[src/rtl/pipeline_mem_arb_pkg.sv]
// Shared definitions for the IF/DM unified-memory arbiter.
package pipeline_mem_arb_pkg;

    localparam int unsigned ADDR_W_DEF       = 32;
    localparam int unsigned DATA_W_DEF       = 32;
    localparam int unsigned STARVE_LIMIT_DEF = 4;

    typedef enum logic [1:0] {
        ST_IDLE    = 2'd0,
        ST_IF_BUSY = 2'd1,
        ST_DM_BUSY = 2'd2
    } arb_state_e;

    typedef enum logic [1:0] {
        GNT_NONE = 2'd0,
        GNT_IF   = 2'd1,
        GNT_DM   = 2'd2
    } arb_grant_e;

endpackage

[src/rtl/pipeline_mem_arbiter_starve_ctr.sv]
// Saturating count of DM grants taken while IF was waiting; flags when IF must win.
module mem_arb_starve_ctr #(
    parameter int unsigned STARVE_LIMIT = 4
) (
    input  logic clock,
    input  logic reset,
    input  logic i_grant_dm,
    input  logic i_grant_if,
    input  logic i_if_req,
    output logic o_force_if
);

    localparam int unsigned CW = $clog2(STARVE_LIMIT + 1);
    localparam logic [CW-1:0] LIMIT = CW'(STARVE_LIMIT);

    logic [CW-1:0] r_cnt;

    always_ff @(posedge clock or negedge reset) begin
        if (!reset) begin
            r_cnt <= '0;
        end else if (i_grant_if || (i_grant_dm && !i_if_req)) begin
            r_cnt <= '0;
        end else if (i_grant_dm && (r_cnt != LIMIT)) begin
            r_cnt <= r_cnt + 1'b1;
        end
    end

    assign o_force_if = (r_cnt == LIMIT);

endmodule

[src/rtl/pipeline_mem_arbiter.sv]
// Arbitrates IF and DM ports onto one single-port memory, one transaction at a time,
// DM first unless IF has been passed over STARVE_LIMIT times in a row.
module pipeline_mem_arbiter
    import pipeline_mem_arb_pkg::*;
#(
    parameter int unsigned ADDR_WIDTH   = ADDR_W_DEF,
    parameter int unsigned DATA_WIDTH   = DATA_W_DEF,
    parameter int unsigned STARVE_LIMIT = STARVE_LIMIT_DEF
) (
    input  logic                  clock,
    input  logic                  reset,
    input  logic                  if_req,
    input  logic [ADDR_WIDTH-1:0] if_addr,
    output logic [DATA_WIDTH-1:0] if_rdata,
    output logic                  if_ready,
    input  logic                  dm_req,
    input  logic                  dm_we,
    input  logic [ADDR_WIDTH-1:0] dm_addr,
    input  logic [DATA_WIDTH-1:0] dm_wdata,
    output logic [DATA_WIDTH-1:0] dm_rdata,
    output logic                  dm_ready,
    output logic                  mem_req,
    output logic                  mem_we,
    output logic [ADDR_WIDTH-1:0] mem_addr,
    output logic [DATA_WIDTH-1:0] mem_wdata,
    input  logic [DATA_WIDTH-1:0] mem_rdata,
    input  logic                  mem_ack
);

    arb_state_e r_state;
    arb_state_e w_state_nxt;
    arb_grant_e w_grant;
    logic       w_force_if;
    logic       w_done;

    logic                  r_mem_req;
    logic                  r_mem_we;
    logic [ADDR_WIDTH-1:0] r_mem_addr;
    logic [DATA_WIDTH-1:0] r_mem_wdata;
    logic                  r_if_ready;
    logic                  r_dm_ready;
    logic [DATA_WIDTH-1:0] r_if_rdata;
    logic [DATA_WIDTH-1:0] r_dm_rdata;

    mem_arb_starve_ctr #(
        .STARVE_LIMIT(STARVE_LIMIT)
    ) u_starve_ctr (
        .clock      (clock),
        .reset      (reset),
        .i_grant_dm (w_grant == GNT_DM),
        .i_grant_if (w_grant == GNT_IF),
        .i_if_req   (if_req),
        .o_force_if (w_force_if)
    );

    always_ff @(posedge clock or negedge reset) begin
        if (!reset) begin
            r_state <= ST_IDLE;
        end else begin
            r_state <= w_state_nxt;
        end
    end

    always_comb begin
        w_grant     = GNT_NONE;
        w_state_nxt = r_state;
        w_done      = 1'b0;
        case (r_state)
            ST_IDLE: begin
                if (dm_req && !(if_req && w_force_if)) begin
                    w_grant     = GNT_DM;
                    w_state_nxt = ST_DM_BUSY;
                end else if (if_req) begin
                    w_grant     = GNT_IF;
                    w_state_nxt = ST_IF_BUSY;
                end
            end
            ST_IF_BUSY, ST_DM_BUSY: begin
                if (mem_ack) begin
                    w_done      = 1'b1;
                    w_state_nxt = ST_IDLE;
                end
            end
            default: w_state_nxt = ST_IDLE;
        endcase
    end

    // Ack is only honoured while busy, so a late ack after reset falls through.
    always_ff @(posedge clock or negedge reset) begin
        if (!reset) begin
            r_mem_req   <= 1'b0;
            r_mem_we    <= 1'b0;
            r_mem_addr  <= '0;
            r_mem_wdata <= '0;
            r_if_ready  <= 1'b0;
            r_dm_ready  <= 1'b0;
            r_if_rdata  <= '0;
            r_dm_rdata  <= '0;
        end else begin
            r_if_ready <= 1'b0;
            r_dm_ready <= 1'b0;
            case (w_grant)
                GNT_IF: begin
                    r_mem_req  <= 1'b1;
                    r_mem_we   <= 1'b0;
                    r_mem_addr <= if_addr;
                end
                GNT_DM: begin
                    r_mem_req   <= 1'b1;
                    r_mem_we    <= dm_we;
                    r_mem_addr  <= dm_addr;
                    r_mem_wdata <= dm_wdata;
                end
                default: ;
            endcase
            if (w_done) begin
                r_mem_req <= 1'b0;
                if (r_state == ST_IF_BUSY) begin
                    r_if_ready <= 1'b1;
                    r_if_rdata <= mem_rdata;
                end else begin
                    r_dm_ready <= 1'b1;
                    if (!r_mem_we) begin
                        r_dm_rdata <= mem_rdata;
                    end
                end
            end
        end
    end

    assign mem_req   = r_mem_req;
    assign mem_we    = r_mem_we;
    assign mem_addr  = r_mem_addr;
    assign mem_wdata = r_mem_wdata;
    assign if_ready  = r_if_ready;
    assign dm_ready  = r_dm_ready;
    assign if_rdata  = r_if_rdata;
    assign dm_rdata  = r_dm_rdata;

endmodule

[config.mk]
export PLATFORM = sky130hd
export DESIGN_NAME = pipeline_mem_arbiter
export DESIGN_NICKNAME = d
export VERILOG_FILES = /design/src/rtl/pipeline_mem_arb_pkg.sv /design/src/rtl/pipeline_mem_arbiter_starve_ctr.sv /design/src/rtl/pipeline_mem_arbiter.sv
export SDC_FILE = /design/constraint.sdc
export NUM_CORES = 1
export LEC_CHECK = 0
export BUFFER_PORTS_ARGS = -buffer_cell sky130_fd_sc_hd__buf_2
export CAP_MARGIN = 20
export CORE_MARGIN = 4
export CORE_UTILIZATION = 28
export CTS_CLUSTER_DIAMETER = 50
export DETAILED_ROUTE_END_ITERATION = 8
export PLACE_DENSITY = 0.5
export SKIP_LAST_GASP = 1
export SYNTH_ARGS = -nofsm -noshare
export SYNTH_HDL_FRONTEND = slang
export SYNTH_SLANG_ARGS = --single-unit
[constraint.sdc]
create_clock -name clock -period 2.8 [get_ports clock]
set_clock_uncertainty 0.05 [all_clocks]
set_input_delay 0.14 -clock clock [delete_from_list [all_inputs] [get_ports clock]]
set_output_delay 0.14 -clock clock [all_outputs]
set_load 0.1 [all_outputs]
Yosys cells after proc, flatten, opt, wreduce, memory -nomap -nowiden
Cells that the tools add are included.
Widths: inputs -> output; s select.

word-level totals
  latch bits = 0
  bits in registers = 137
  input port bits = 134
  bits in read-only memories = 0
  memories kept = 0
  logic and storage cells = 56
  memory bits (writable) = 0

operators by class
  reductions and logical operators = 16
  magnitude comparators = 0
  shift-type cells = 0
  $mul = 0
  equal/unequal tests = 8
  add/subtract/negate cells = 1
  bitwise gates (word level) = 2
  divide/modulo/power cells = 0
  muxes and demuxes = 19

operators by type and width
  operator             number
  $pmux 32 s2          1
  $mux 2               5
  $mux 1               9
  $mux 3               2
  $ne 3x3->1 const B   2
  $reduce_bool 2->1    3
  $eq 2x1->1 const B   2
  $eq 2x2->1 const B   2
  $logic_and 1x1->1    4
  $pmux 2 s2           1
  $reduce_and 2->1     2
  $reduce_or 2->1      2
  $add 3x1->3 const B  1
  $eq 3x3->1 const B   1
  $reduce_and 3->1     1
  $logic_not 1->1      2
  $logic_not 2->1      1
  $ne 2x2->1 const B   1
  $not 1->1            2
  $pmux 1 s2           1
  $logic_or 1x1->1     1

Logic depth before layout (Yosys ltp)
  depth after elaboration = 10
  depth in mapped cells = 10

Cells and area by module
A second synthesis with hierarchy kept.

second synthesis, totals
  cell total of the unflattened synthesis = 399
  area total of the unflattened synthesis = 5547.8 sq um

by module, submodules not included
  module                instances  area an instance (sq um)  cells an instance  sequential area each (sq um)
  pipeline_mem_arbiter  1          5363.9                    379                3353.2
  mem_arb_starve_ctr    1          183.9                     20                 75.1

Worst setup path before layout
Ideal clock, no wire load.

  kind = register to register
  start = reg u_starve_ctr.r_cnt[0]
  end = reg r_mem_wdata[15] (netlist: mem_wdata[15])
  data required time = 2625 ps
  cell stages (with the launch flop) = 10
  arrival time = 1824 ps
  buffers on the path = 2
  slack = 800 ps
  path through = dfrtp_1 inv_1 ha_1 nand2_1 o211ai_1 inv_1 ha_1 buf_2 buf_2 mux2_2

on the way
  word-level cells in the longest chain between the ends = 7

RTL lines
  element                 RTL line                               source
  from (decl)             pipeline_mem_arbiter_starve_ctr.sv:16  logic [CW-1:0] r_cnt;
  from (signal assigned)  pipeline_mem_arbiter_starve_ctr.sv:24  r_cnt <= r_cnt + 1'b1;
  $eq 3x3->1              pipeline_mem_arbiter_starve_ctr.sv:28  assign o_force_if = (r_cnt == LIMIT);
  $logic_and 1x1->1       pipeline_mem_arbiter.sv:70             if (dm_req && !(if_req && w_force_if)) begin
  $logic_not 1->1         pipeline_mem_arbiter.sv:70
  $logic_and 1x1->1       pipeline_mem_arbiter.sv:70
  $mux 2                  pipeline_mem_arbiter.sv:70
  $mux 2                  pipeline_mem_arbiter.sv:68             case (r_state)
  via w_grant[1]          pipeline_mem_arbiter.sv:32             arb_grant_e w_grant;
  $eq 2x2->1              pipeline_mem_arbiter.sv:102            case (w_grant)
  to (signal assigned)    pipeline_mem_arbiter.sv:112            r_mem_wdata <= dm_wdata;
  to (decl)               pipeline_mem_arbiter.sv:39             logic [DATA_WIDTH-1:0] r_mem_wdata;

The timed path passes the listed nets, and every way through them passes these cells.
A chain may end at the register's enable or synchronous reset.

Worst setup path in the final report
  start = reg u_starve_ctr.r_cnt[0]
  end = reg r_mem_addr[4] (netlist: mem_addr[4])

on the way
  word-level cells in the longest chain between the ends = 8
  elaborated cells on any way between the ends = 10
  those cells by class = eq/ne (3); mux (3); reduce/logical (4)

RTL lines
  element                                           RTL line                               source
  $eq 3x3->1 *                                      pipeline_mem_arbiter_starve_ctr.sv:28
  $logic_and 1x1->1 *                               pipeline_mem_arbiter.sv:70
  $logic_not 1->1 *                                 pipeline_mem_arbiter.sv:70
  $logic_and 1x1->1 *                               pipeline_mem_arbiter.sv:70
  $mux 2 *                                          pipeline_mem_arbiter.sv:70
  $mux 2 *                                          pipeline_mem_arbiter.sv:68
  via w_grant[1]                                    pipeline_mem_arbiter.sv:32
  $eq 2x2->1 or $eq 2x1->1 (tied branches)          pipeline_mem_arbiter.sv:102
  $pmux 32 s2 or $reduce_bool 2->1 (tied branches)  --
  to (signal assigned)                              pipeline_mem_arbiter.sv:106            r_mem_addr <= if_addr;
  to (signal assigned)                              pipeline_mem_arbiter.sv:111            r_mem_addr <= dm_addr;
  to (decl)                                         pipeline_mem_arbiter.sv:38             logic [ADDR_WIDTH-1:0] r_mem_addr;

Mark *: on every way through the listed nets, which the timed path passes. The rest lies on a longest branch.

==> impl_metrics.toml <==
[logic_synthesis]
synthTopCellsByCount = "dfrtp_1 (137), mux2_2 (92), nand2_1 (37)"
yosys_warnings = 0
synth_top_area_cell = "dfrtp_1"
postSynthAreaPerCell_sq_um = 14.0
synthTopCellsByArea = "dfrtp_1 (62%), mux2_2 (19%), mux2i_1 (5.8%)"
yosysMostFrequentCell = "dfrtp_1"
synth-edff-count = 0
syn_inst = 395
synth.top_cell.area_share = 0.621
synthDistinctLibCells = 25
syn-cell-area_sq_mm = 0.00552
synth_nets = 535
synthArstFlopShare = 1.00
ys_seq_area_frac = 0.621
yosys_register_bits = 137
synthFlopType = "dfrtp_1"

[worst_setup_path]
cpPeakStageDelay_ns = 0.56
ff2ff_setup_slack_ns = 0.11
reg2reg_to = "mem_addr[4]$_DFFE_PN0P_"
start_kind = "register"
r2r_start = "u_starve_ctr.r_cnt[0]$_DFFE_PN0P_"
crit_chain = "inv_1 > ha_2 > nand2_1 > o211ai_1 > inv_1 > ha_4 > buf_12 > mux2i_1 > dlygate4sd3_1 > o21ai_0"
required_ns = 3.07
slowest_stage = "dlygate4sd3_1"
path_common_cell = "inv_1"
arrival_ns = 2.96
endpoint_kind = "register"
crit_type = "register to register"
cp_max_fo = 27
reg2reg_depth = 10

[outcome]
status = "complete, no violations"

[cts]
root_buffer = "clkbuf_16"
clock-sinks = 137
path_clk_slew_ns = 0.06
cts_buffers = 17
clk_path_buf_depth = 2
clock_latency_ns = 0.41
cts_tree = "built"
htree_num_levels = 4

[floorplan]
die_area_sq_mm = 0.0220
die_h_microns = 148
core-area_sq_mm = 0.0194
rows = 51
start_util = 0.284
ios = 266
dieWidth_microns = 148

[placed_design]
dpl.hpwl_microns = 10500
routabilityCongestion = 0.738
port_buffers = 265
dpl_cell_area_sq_mm = 0.00718

[global_route]
grt_pass1_vias = 4938
antenna_found_initial = 0
gr-total-overflow = 0
grt_use_total = 0.139
grt_max_degree = 73
grt_pass1_wl_microns = 24400

[sta]
drv_slew = 0
period_minus_slack_ns = 2.69
fmax_mhz = 372
tightest_slew_ns = 0.682
slew_headroom = 0.546
timing.final.crit_share = 0.959
hold_viol_final = 0
rsz0062_at_grt = "yes"
finalSetupViolCount = 0

[route]
routedWlPerCell_microns = 14.3
firstDrtPassIters = 4
drt-vias-per-instance = 4.25
drt-initial-drc-count = 158
routed-via-count = 4587
drtAntennaViolNets = 0
wirelength_microns = 15400
drcViolationCount = 0

[final_layout]
area_growth_pct = 66.1
fin_nets = 941
n_antenna_cell = 0
drive_above_1_share = 0.505
fin_area_sq_mm = 0.00917

[hold_path]
hold_depth = 3
whs_endpoint = "mem_addr[14]$_DFFE_PN0P_"
hp-start = "dm_addr[14]"
hp-class = "input port to register"

[job]
drv_cap = 0
-- placed cells by master (no fill, tap or decap), types with 2 or more instances in the layout --
master	instances
buf_2	264
dfrtp_1	137
dlygate4sd3_1	126
mux2_2	92
nand2_1	37
mux2i_1	32
o21ai_0	32
clkbuf_16	17
buf_4	13
inv_1	10
bufinv_16	5
mux2_1	4
nand4_1	4
inv_6	4
a21oi_1	3
ha_1	3
buf_12	3
o22ai_1	2
nand2b_1	2
a31oi_1	2
o21ai_1	2
ha_2	2
clkinvlp_4	2
-- state kept, by name, indices dropped and copies added (netlist names) --
name / count
dm_rdata: 32
if_rdata: 32
mem_addr: 32
mem_wdata: 32
u_starve_ctr.r_cnt: 3
r_state: 2
dm_ready: 1
if_ready: 1
mem_req: 1
mem_we: 1
-- stage by stage --
step	worst slack [ns]	std cells	TNS [ns]	hold WS [ns]	utilization
2_1_floorplan	0.800	395	0	-0.206	-
3_3_place_gp	0.630	912	0	0.141	0.370
3_5_place_dp	0.549	912	0	0.150	0.370
4_1_cts	0.0432	1070	0	0.000445	0.469
5_1_grt	-0.0207	1079	-0.0272	0.0205	0.473
6_report	0.115	1079	0	0.0122	0.473
-- how the worst max path moves through the flow --
stage / start / end / slack (ns) / depth (start not counted)
6_report: u_starve_ctr.r_cnt[0]$_DFFE_PN0P_ / mem_addr[4]$_DFFE_PN0P_ / 0.11 / 10
5_1_grt: u_starve_ctr.r_cnt[0]$_DFFE_PN0P_ / mem_addr[3]$_DFFE_PN0P_ / -0.02 / 10
4_1_cts: u_starve_ctr.r_cnt[0]$_DFFE_PN0P_ / mem_addr[3]$_DFFE_PN0P_ / 0.04 / 10
3_5_place_dp: u_starve_ctr.r_cnt[0]$_DFFE_PN0P_ / mem_wdata[17]$_DFFE_PN0P_ / 0.55 / 8
3_3_place_gp: u_starve_ctr.r_cnt[0]$_DFFE_PN0P_ / mem_wdata[15]$_DFFE_PN0P_ / 0.63 / 8
2_1_floorplan: u_starve_ctr.r_cnt[0]$_DFFE_PN0P_ / mem_wdata[15]$_DFFE_PN0P_ / 0.80 / 9
-- routing by layer --
layer / GRT usage / vias up / wire length (microns)
met4: 0.0508 / 0 / 255
met3: 0.0420 / 16 / 1040
li1: - / 2201 / -
met5: 0 / - / 0
met1: 0.158 / 2211 / 5980
met2: 0.248 / 159 / 8140
-- cell families (layout without fill, tap and decap cells) --
kind of cell	count (synthesis)	after routing	share of synthesized area
flops	137	137	0.621
mux	128	128	0.254
simple gates	48	48	0.0397
compound gates	45	45	0.0435
buf+inv	31	450	0.0279
fa+ha+maj	6	6	0.0136
-- repair_timing --
item	in CTS	in global routing
setup endpoints to repair	0	27
buffers inserted	0	9
hold buffers	126	0
endpoints found under the hold margin	202	0
gates resized for setup	0	3
-- worst max-delay path: cells and delay by family (launching register included) --
family / cells / cell delay, ns
compound gates: 2 / 0.47
simple gates: 1 / 0.11
mux: 1 / 0.14
buf+inv: 4 / 0.95
fa+ha+maj: 2 / 0.43
flops: 1 / 0.42
-- area by class of cell --
cell class	count	area, sq um
clock buffer	19	443
tap	265	332
inverter	10	37.5
timing repair buffer	408	2760
multi-input combinational	227	1950
sequential	137	3430
fill	1811	10200
clock inverter	13	214
Power is not shown: default switching activity piles up to over one toggle a cycle in this logic, so the estimate is an artifact.
